File: config.mk
export PLATFORM = sky130hd
export DESIGN_NAME = video_timing_ctrl_flat
export DESIGN_NICKNAME = d
export VERILOG_FILES = /design/src/rtl/video_timing_ctrl_if.sv /design/src/rtl/video_timing_ctrl.sv /design/src/flat_wrapper.sv
export SDC_FILE = /design/constraint.sdc
export NUM_CORES = 1
export LEC_CHECK = 0
export ABC_AREA = 1
export BUFFER_PORTS_ARGS = -buffer_cell sky130_fd_sc_hd__buf_2
export CAP_MARGIN = 20
export CORE_MARGIN = 10
export CORE_UTILIZATION = 40
export DETAILED_ROUTE_END_ITERATION = 10
export PLACE_DENSITY = 0.59
export SYNTH_ARGS = -nofsm -noshare
export SYNTH_HDL_FRONTEND = slang
export SYNTH_SLANG_ARGS = --single-unit
File: constraint.sdc
create_clock -name clk -period 1.3 [get_ports clk]
set_input_delay 0.065 -clock clk [delete_from_list [all_inputs] [get_ports clk]]
set_output_delay 0.065 -clock clk [all_outputs]
set_load 0.1 [all_outputs]
File: src/rtl/video_timing_ctrl_if.sv
// Pixel-fetch handshake between the video timing controller and its pixel source.
interface video_timing_ctrl_if;
    logic       pixReq;
    logic [7:0] pixAddr;
    logic [8:0] lineNum;
    logic [5:0] pixData;
    logic       pixAck;

    modport master (output pixReq, pixAddr, lineNum, input pixData, pixAck);
    modport slave  (input pixReq, pixAddr, lineNum, output pixData, pixAck);
endinterface

File: src/rtl/video_timing_ctrl.sv
// Composite-video line/field timing with colour burst, subcarrier phase and a
// one-entry prefetched pixel buffer fed over a req/ack handshake.
module video_timing_ctrl #(
    parameter int         H_SYNC       = 16,
    parameter int         H_BACK       = 24,
    parameter int         BURST_START  = 4,
    parameter int         BURST_LEN    = 8,
    parameter int         H_PIX        = 40,
    parameter int         PIX_DIV      = 4,
    parameter int         H_FRONT      = 8,
    parameter int         V_SYNC       = 3,
    parameter int         V_BLANK      = 16,
    parameter int         V_ACTIVE     = 240,
    parameter int         PHASE_INC    = 64,
    parameter logic [5:0] BURST_COLOUR = 6'd8
) (
    input  logic                       clk,
    input  logic                       reset,
    input  logic                       enable,
    video_timing_ctrl_if.master        pix,
    output logic [5:0]                 colourNum,
    output logic [7:0]                 phase,
    output logic                       syncN,
    output logic                       frameStart,
    output logic                       underrun
);
    localparam int LINE_LEN  = H_SYNC + H_BACK + H_PIX * PIX_DIV + H_FRONT;
    localparam int FIELD_LEN = V_SYNC + V_BLANK + V_ACTIVE;
    localparam int HW = $clog2(LINE_LEN);
    localparam int VW = $clog2(FIELD_LEN);
    localparam int DW = (PIX_DIV > 1) ? $clog2(PIX_DIV) : 1;

    localparam logic [HW-1:0] H_BACK0   = HW'(H_SYNC);
    localparam logic [HW-1:0] H_ACT0    = HW'(H_SYNC + H_BACK);
    localparam logic [HW-1:0] H_FRONT0  = HW'(H_SYNC + H_BACK + H_PIX * PIX_DIV);
    localparam logic [HW-1:0] H_LAST    = HW'(LINE_LEN - 1);
    localparam logic [HW-1:0] H_VS_END  = HW'(LINE_LEN - H_SYNC);
    localparam logic [HW-1:0] BURST0    = HW'(H_SYNC + BURST_START);
    localparam logic [HW-1:0] BURST1    = HW'(H_SYNC + BURST_START + BURST_LEN);
    localparam logic [VW-1:0] V_LAST    = VW'(FIELD_LEN - 1);
    localparam logic [VW-1:0] V_SYNC_L  = VW'(V_SYNC);
    localparam logic [VW-1:0] V_ACT0    = VW'(V_SYNC + V_BLANK);
    localparam logic [DW-1:0] DIV_LAST  = DW'(PIX_DIV - 1);
    localparam logic [7:0]    ADDR_LAST = 8'(H_PIX - 1);
    localparam logic [7:0]    PH_INC    = 8'(PHASE_INC);

    localparam logic [2:0] S_IDLE   = 3'd0;
    localparam logic [2:0] S_SYNC   = 3'd1;
    localparam logic [2:0] S_BACK   = 3'd2;
    localparam logic [2:0] S_ACTIVE = 3'd3;
    localparam logic [2:0] S_FRONT  = 3'd4;

    logic [2:0]    state_q, state_d, seg;
    logic [HW-1:0] hcnt_q, hcnt_d;
    logic [VW-1:0] vcnt_q, vcnt_d;
    logic [DW-1:0] div_q, div_d;
    logic          req_q, req_d;
    logic [7:0]    addr_q, addr_d;
    logic [8:0]    line_q, line_d;
    logic [5:0]    buf_q, buf_d;
    logic          buf_vld_q, buf_vld_d;
    logic [5:0]    colour_q, colour_d;
    logic [7:0]    phase_q, phase_d;
    logic          sync_q, sync_d;
    logic          fs_q, fs_d;
    logic          under_q, under_d;
    logic          act_line, vs_line, ack;

    assign act_line = (vcnt_q >= V_ACT0);
    assign vs_line  = (vcnt_q < V_SYNC_L);
    assign ack      = pix.pixAck && req_q;

    // Segment of the position being emitted; non-active lines blank through to line end.
    always_comb begin
        seg = S_FRONT;
        if (hcnt_q < H_BACK0)                   seg = S_SYNC;
        else if (hcnt_q < H_ACT0)               seg = S_BACK;
        else if (hcnt_q < H_FRONT0 && act_line) seg = S_ACTIVE;
    end

    always_comb begin
        state_d   = state_q;
        hcnt_d    = hcnt_q;
        vcnt_d    = vcnt_q;
        div_d     = div_q;
        req_d     = req_q;
        addr_d    = addr_q;
        line_d    = line_q;
        buf_d     = buf_q;
        buf_vld_d = buf_vld_q;
        colour_d  = colour_q;
        phase_d   = phase_q;
        sync_d    = sync_q;
        fs_d      = fs_q;
        under_d   = under_q;
        if (!enable) begin
            state_d   = S_IDLE;
            hcnt_d    = '0;
            vcnt_d    = '0;
            div_d     = '0;
            req_d     = 1'b0;
            addr_d    = '0;
            line_d    = '0;
            buf_vld_d = 1'b0;
            colour_d  = '0;
            sync_d    = 1'b1;
            fs_d      = 1'b0;
        end else begin
            state_d = seg;
            hcnt_d  = (hcnt_q == H_LAST) ? '0 : hcnt_q + 1'b1;
            if (hcnt_q == H_LAST)
                vcnt_d = (vcnt_q == V_LAST) ? '0 : vcnt_q + 1'b1;
            // Leaving IDLE is the 0->1 enable edge: underrun clears, phase resumes next clock.
            if (state_q != S_IDLE) phase_d = phase_q + PH_INC;
            else                   under_d = 1'b0;
            fs_d     = (hcnt_q == '0) && (vcnt_q == '0);
            sync_d   = vs_line ? (hcnt_q >= H_VS_END) : (seg != S_SYNC);
            colour_d = '0;
            div_d    = '0;
            if (seg == S_BACK && !vs_line && hcnt_q >= BURST0 && hcnt_q < BURST1)
                colour_d = BURST_COLOUR;
            if (ack) begin
                buf_d     = pix.pixData;
                buf_vld_d = 1'b1;
                req_d     = 1'b0;
            end
            if (hcnt_q == H_BACK0 && act_line) begin
                req_d  = 1'b1;
                addr_d = '0;
                line_d = 9'(vcnt_q - V_ACT0);
            end
            if (seg == S_ACTIVE) begin
                div_d    = (div_q == DIV_LAST) ? '0 : div_q + 1'b1;
                colour_d = colour_q;
                // Pixel boundary: addr_q always names the pixel due here, fetched or not.
                if (div_q == '0) begin
                    if (ack)            colour_d = pix.pixData;
                    else if (buf_vld_q) colour_d = buf_q;
                    else begin
                        colour_d = '0;
                        under_d  = 1'b1;
                    end
                    buf_vld_d = 1'b0;
                    req_d     = (addr_q != ADDR_LAST);
                    if (addr_q != ADDR_LAST) addr_d = addr_q + 1'b1;
                end
            end
        end
    end

    always_ff @(posedge clk or negedge reset) begin
        if (!reset) begin
            state_q   <= S_IDLE;
            hcnt_q    <= '0;
            vcnt_q    <= '0;
            div_q     <= '0;
            req_q     <= 1'b0;
            addr_q    <= '0;
            line_q    <= '0;
            buf_q     <= '0;
            buf_vld_q <= 1'b0;
            colour_q  <= '0;
            phase_q   <= '0;
            sync_q    <= 1'b1;
            fs_q      <= 1'b0;
            under_q   <= 1'b0;
        end else begin
            state_q   <= state_d;
            hcnt_q    <= hcnt_d;
            vcnt_q    <= vcnt_d;
            div_q     <= div_d;
            req_q     <= req_d;
            addr_q    <= addr_d;
            line_q    <= line_d;
            buf_q     <= buf_d;
            buf_vld_q <= buf_vld_d;
            colour_q  <= colour_d;
            phase_q   <= phase_d;
            sync_q    <= sync_d;
            fs_q      <= fs_d;
            under_q   <= under_d;
        end
    end

    assign pix.pixReq  = req_q;
    assign pix.pixAddr = addr_q;
    assign pix.lineNum = line_q;
    assign colourNum   = colour_q;
    assign phase       = phase_q;
    assign syncN       = sync_q;
    assign frameStart  = fs_q;
    assign underrun    = under_q;
endmodule

File: src/flat_wrapper.sv
// flat-port wrapper written by rule: the top's interface ports become plain ports
module video_timing_ctrl_flat 
#(
    parameter int         H_SYNC       = 16,
    parameter int         H_BACK       = 24,
    parameter int         BURST_START  = 4,
    parameter int         BURST_LEN    = 8,
    parameter int         H_PIX        = 40,
    parameter int         PIX_DIV      = 4,
    parameter int         H_FRONT      = 8,
    parameter int         V_SYNC       = 3,
    parameter int         V_BLANK      = 16,
    parameter int         V_ACTIVE     = 240,
    parameter int         PHASE_INC    = 64,
    parameter logic [5:0] BURST_COLOUR = 6'd8
)
  (clk, reset, enable, colourNum, phase, syncN, frameStart, underrun, pix_pixReq, pix_pixAddr, pix_lineNum, pix_pixData, pix_pixAck);
  video_timing_ctrl_if pix_i ();
  input  logic clk;
  input  logic reset;
  input  logic enable;
  output logic [5:0] colourNum;
  output logic [7:0] phase;
  output logic syncN;
  output logic frameStart;
  output logic underrun;
  output wire logic [$bits(pix_i.pixReq)-1:0] pix_pixReq;
  output wire logic [$bits(pix_i.pixAddr)-1:0] pix_pixAddr;
  output wire logic [$bits(pix_i.lineNum)-1:0] pix_lineNum;
  input wire logic [$bits(pix_i.pixData)-1:0] pix_pixData;
  input wire logic [$bits(pix_i.pixAck)-1:0] pix_pixAck;
  assign pix_pixReq = pix_i.pixReq;
  assign pix_pixAddr = pix_i.pixAddr;
  assign pix_lineNum = pix_i.lineNum;
  assign pix_i.pixData = pix_pixData;
  assign pix_i.pixAck = pix_pixAck;
  video_timing_ctrl #(.H_SYNC(H_SYNC), .H_BACK(H_BACK), .BURST_START(BURST_START), .BURST_LEN(BURST_LEN), .H_PIX(H_PIX), .PIX_DIV(PIX_DIV), .H_FRONT(H_FRONT), .V_SYNC(V_SYNC), .V_BLANK(V_BLANK), .V_ACTIVE(V_ACTIVE), .PHASE_INC(PHASE_INC), .BURST_COLOUR(BURST_COLOUR)) u_core (.clk(clk), .reset(reset), .enable(enable), .pix(pix_i), .colourNum(colourNum), .phase(phase), .syncN(syncN), .frameStart(frameStart), .underrun(underrun));
endmodule
==> flow_metrics.py <==
metrics = {
    "status": {
        "status": "complete, but fails checks",
        "violations": "setup timing",
    },
    "logic_synthesis": {
        "synthArstFlopShare_pct": 100.0,
        "synth_ff_type": "dfrtp_1",
        "synth-edff-count": 0,
        "ys_seq_elements": 58,
        "yosysUniqueCellTypes": 43,
        "yosys_warnings": 0,
        "syn_inst": 370,
        "syn_area_per_cell_um2": 8.451,
        "syn-cell-area_mm2": 0.003127,
        "ys_seq_area_share_pct": 46.46,
    },
    "power": {
        "powerDensity_mw_per_mm2": 893.2,
        "power_leakage_nw": 2.405,
        "peakVddDrop_v": 0.0004250,
        "seqPwrFrac_pct": 43.0,
        "p_sw_share_pct": 29.25,
        "internal_power_w": 0.003062,
        "switchingPower_w": 0.001266,
        "clkPwrFrac_pct": 44.1,
        "p_comb_share_pct": 12.8,
    },
    "worst_setup_path": {
        "cp-startpoint": "u_core.hcnt_q[5]$_DFF_PN0_",
        "crit_family": "compound AO/OA/AOI/OAI gates",
        "cp_data_required_time_ps": 1570,
        "worst_setup_path_end_kind": "flop",
        "r2r_start": "u_core.hcnt_q[5]$_DFF_PN0_",
        "r2r_slack_ps": -260,
        "crit_fanout": 5,
        "crit_slowest_cell": "dfrtp_1",
        "r2r_cells": 8,
        "critPathArrivalTime_ps": 1820,
        "cp.depth": 8,
        "crit_buf_inv": 2,
        "criticalPathCategory": "flop to flop",
        "worst_r2r_endpoint": "u_core.pix.pixAddr[7]$_DFF_PN0_",
        "critPathLaunchType": "flop",
        "cp_cell_sequence": "inv_2, nand2_4, o21ai_4, buf_6, nand4_4, o21ai_2, nand2_1, nor2_1",
        "slowest_delay_ps": 400,
        "crit_end": "u_core.pix.pixAddr[7]$_DFF_PN0_",
    },
    "die": {
        "die_area_mm2": 0.01175,
        "rows": 32,
        "core_mm2": 0.007647,
        "start_util_pct": 40.89,
        "boundaryPins": 45,
        "die_h_um": 108.4,
        "die_w_um": 108.4,
    },
    "timing": {
        "fin_skew_ps": 8.939,
        "min_period_over_period_pct": 119.7,
        "setup_tns_ps": -5107,
        "hold_viol_final": 0,
        "slew_violations": 0,
        "setup_violations": 43,
        "finalCriticalPeriod_ps": 1557,
        "fin_ws_ps": -256.7,
        "whs_ps": 76.25,
        "fmax_ghz": 0.6424,
        "rsz0062_at_grt": "yes",
    },
    "clocking": {
        "cts_sinks": 58,
        "numCtsBuffers": 9,
        "path_clk_slew_ps": 70,
        "h-tree-depth": 3,
        "ctsRootBufferMaster": "clkbuf_8",
        "clock_latency_ps": 340,
        "cts_tree": "done",
        "cts_buffer_depth": 2,
    },
    "global_route": {
        "track_usage_pct": 14.41,
        "antenna_found_initial": 0,
        "grt_first_pass_wirelength_um": 13790,
        "grt_overflow": 0,
        "grt_pass1_vias": 2893,
        "grt_max_degree": 59,
    },
    "drt": {
        "drtAntennaViolNets": 0,
        "drcViolationCount": 0,
        "drt-total-wl_um": 8497,
        "via_per_inst": 4.819,
        "dr.pass1.iters": 4,
        "vias": 2930,
        "drtIter0Drc": 124,
        "wl_per_cell_um": 13.98,
    },
    "layout": {
        "stdcell_area_mm2": 0.004846,
        "fill_cells": 623,
        "fin_nets": 519,
        "stdcell_count": 608,
        "layout-drive-gt1-share_pct": 49.80,
        "antennaDiodeCount": 0,
        "syn2layout_area_growth_pct": 54.98,
    },
    "placement": {
        "postPlaceCellArea_mm2": 0.004073,
        "pre_cts_slack_ps": -251.2,
        "dpl.cell_count": 572,
        "place_congestion": 0.8574,
        "dp_hpwl_um": 5786,
        "port_buffers": 38,
    },
    "run": {
        "drv_cap": 0,
    },
    "worst_hold_path": {
        "hold_path_class": "primary input to flop",
    },
}
-- flip-flops by register name, summed over array words and instances, names as in the netlist, 2 cells and up --
signal / flops
u_core.pix.lineNum: 9
u_core.state_q: 3
u_core.buf_q: 6
u_core.colourNum: 6
u_core.div_q: 2
u_core.vcnt_q: 9
u_core.pix.pixAddr: 8
u_core.hcnt_q: 8
u_core.phase: 2
-- how the worst min path moves through the flow --
stage | from | to | depth (start not counted)
2_1_floorplan | reset | u_core.buf_q[0]$_DFFE_PN0P_ | 0
3_3_place_gp | reset | u_core.vcnt_q[6]$_DFFE_PN0P_ | 2
3_5_place_dp | reset | u_core.vcnt_q[5]$_DFFE_PN0P_ | 2
4_1_cts | enable | u_core.hcnt_q[1]$_DFF_PN0_ | 3
5_1_grt | pix_pixAck | u_core.pix.pixReq$_DFF_PN0_ | 4
6_report | pix_pixAck | u_core.pix.pixReq$_DFF_PN0_ | 4
-- final cells by class --
class / count / area (um2) / share of cell area (%)
sequential: 58 / 1488 / 30.70
timing repair buffer: 124 / 1021 / 21.07
clock buffer: 9 / 123.9 / 2.556
tap: 102 / 127.6 / 2.634
clock inverter: 7 / 101.3 / 2.091
inverter: 47 / 192.7 / 3.976
multi-input combinational: 261 / 1792 / 36.97
-- synth_stat cells, types with 3 or more instances --
cell type	count	share of area (%)
o21ai_1	8	1.3
inv_2	4	0.48
dfrtp_1	57	46
a21oi_1	16	2.6
nand3_4	3	1.7
nor3_1	10	1.6
inv_1	41	4.9
xor2_1	9	2.5
nand4_1	3	0.60
nand3_1	14	2.2
ha_1	8	3.2
buf_4	8	1.9
nand2_1	90	11
o21ai_0	30	4.8
nor2_1	32	3.8
nand2_2	3	0.60
-- power by group through the flow --
stage	Sequential, W	Clock (W)	Combinational (W)
CTS	0.00186	0.00196	0.000536
floorplan	0.00210	0	0.000181
global route	0.00187	0.00204	0.000588
global placement	0.00190	0	0.000496
finish	0.00186	0.00191	0.000555
detailed placement	0.00190	0	0.000498
-- layer usage --
layer  wire length [um]  up-vias  track usage (%)
met4                175        0            4.991
met5                  0        -                0
met1               3711     1401            17.73
met3                333       16            3.867
li1                   -     1461                -
met2               4276       52            23.84
-- cell families (layout without fill, tap and decap cells) --
kind of cell / after synthesis / count (layout) / share of synthesized area [%]
adder cells (fa/ha/maj): 8 / 8 / 3.201
buffers and inverters: 58 / 187 / 8.763
AO/OA/AOI/OAI: 64 / 64 / 11.37
other: 1 / 6 / 0.1199
AND/OR/NAND/NOR: 172 / 174 / 27.57
XOR/XNOR: 9 / 9 / 2.521
flip-flops: 58 / 58 / 46.46
-- what timing repair did --
item                                    4_1_cts  5_1_grt
buffers inserted                              5        7
pin swaps                                    13       23
endpoints found under the setup margin       45       47
gates resized for setup                      51       61
gates cloned                                  2        0
hold buffers                                  7        0
hold endpoints to repair                     64        0
-- layout by cell type (no fill, tap or decap), drive strengths merged, types with 2 or more instances in the layout --
cell type    instances
nor3                10
ha                   8
nor4                 2
nand4                5
nand2               95
a31oi                2
a21oi               17
clkinv               2
o21ai               41
xor2                 9
clkbuf               9
dfrtp               57
buf                117
clkinvlp             2
inv                 48
dlygate4sd3          7
bufinv               2
conb                 6
and3                 2
nor2                38
nand3               19
-- stage by stage --
step | total power, W | util (%)
after floorplan | 0.002276 | -
after global placement | 0.002394 | 53.26
after detailed placement | 0.002397 | 53.26
after CTS | 0.004355 | 60.00
after global routing | 0.004492 | 63.37
final | 0.004328 | 63.37
-- tightest hold or removal path, cell delays in order --
cell     delay [ps]
buf_2           100
inv_1            50
a21oi_2         120
o21ai_1          60
No activity file was read; power rests on OpenSTA's default activity.
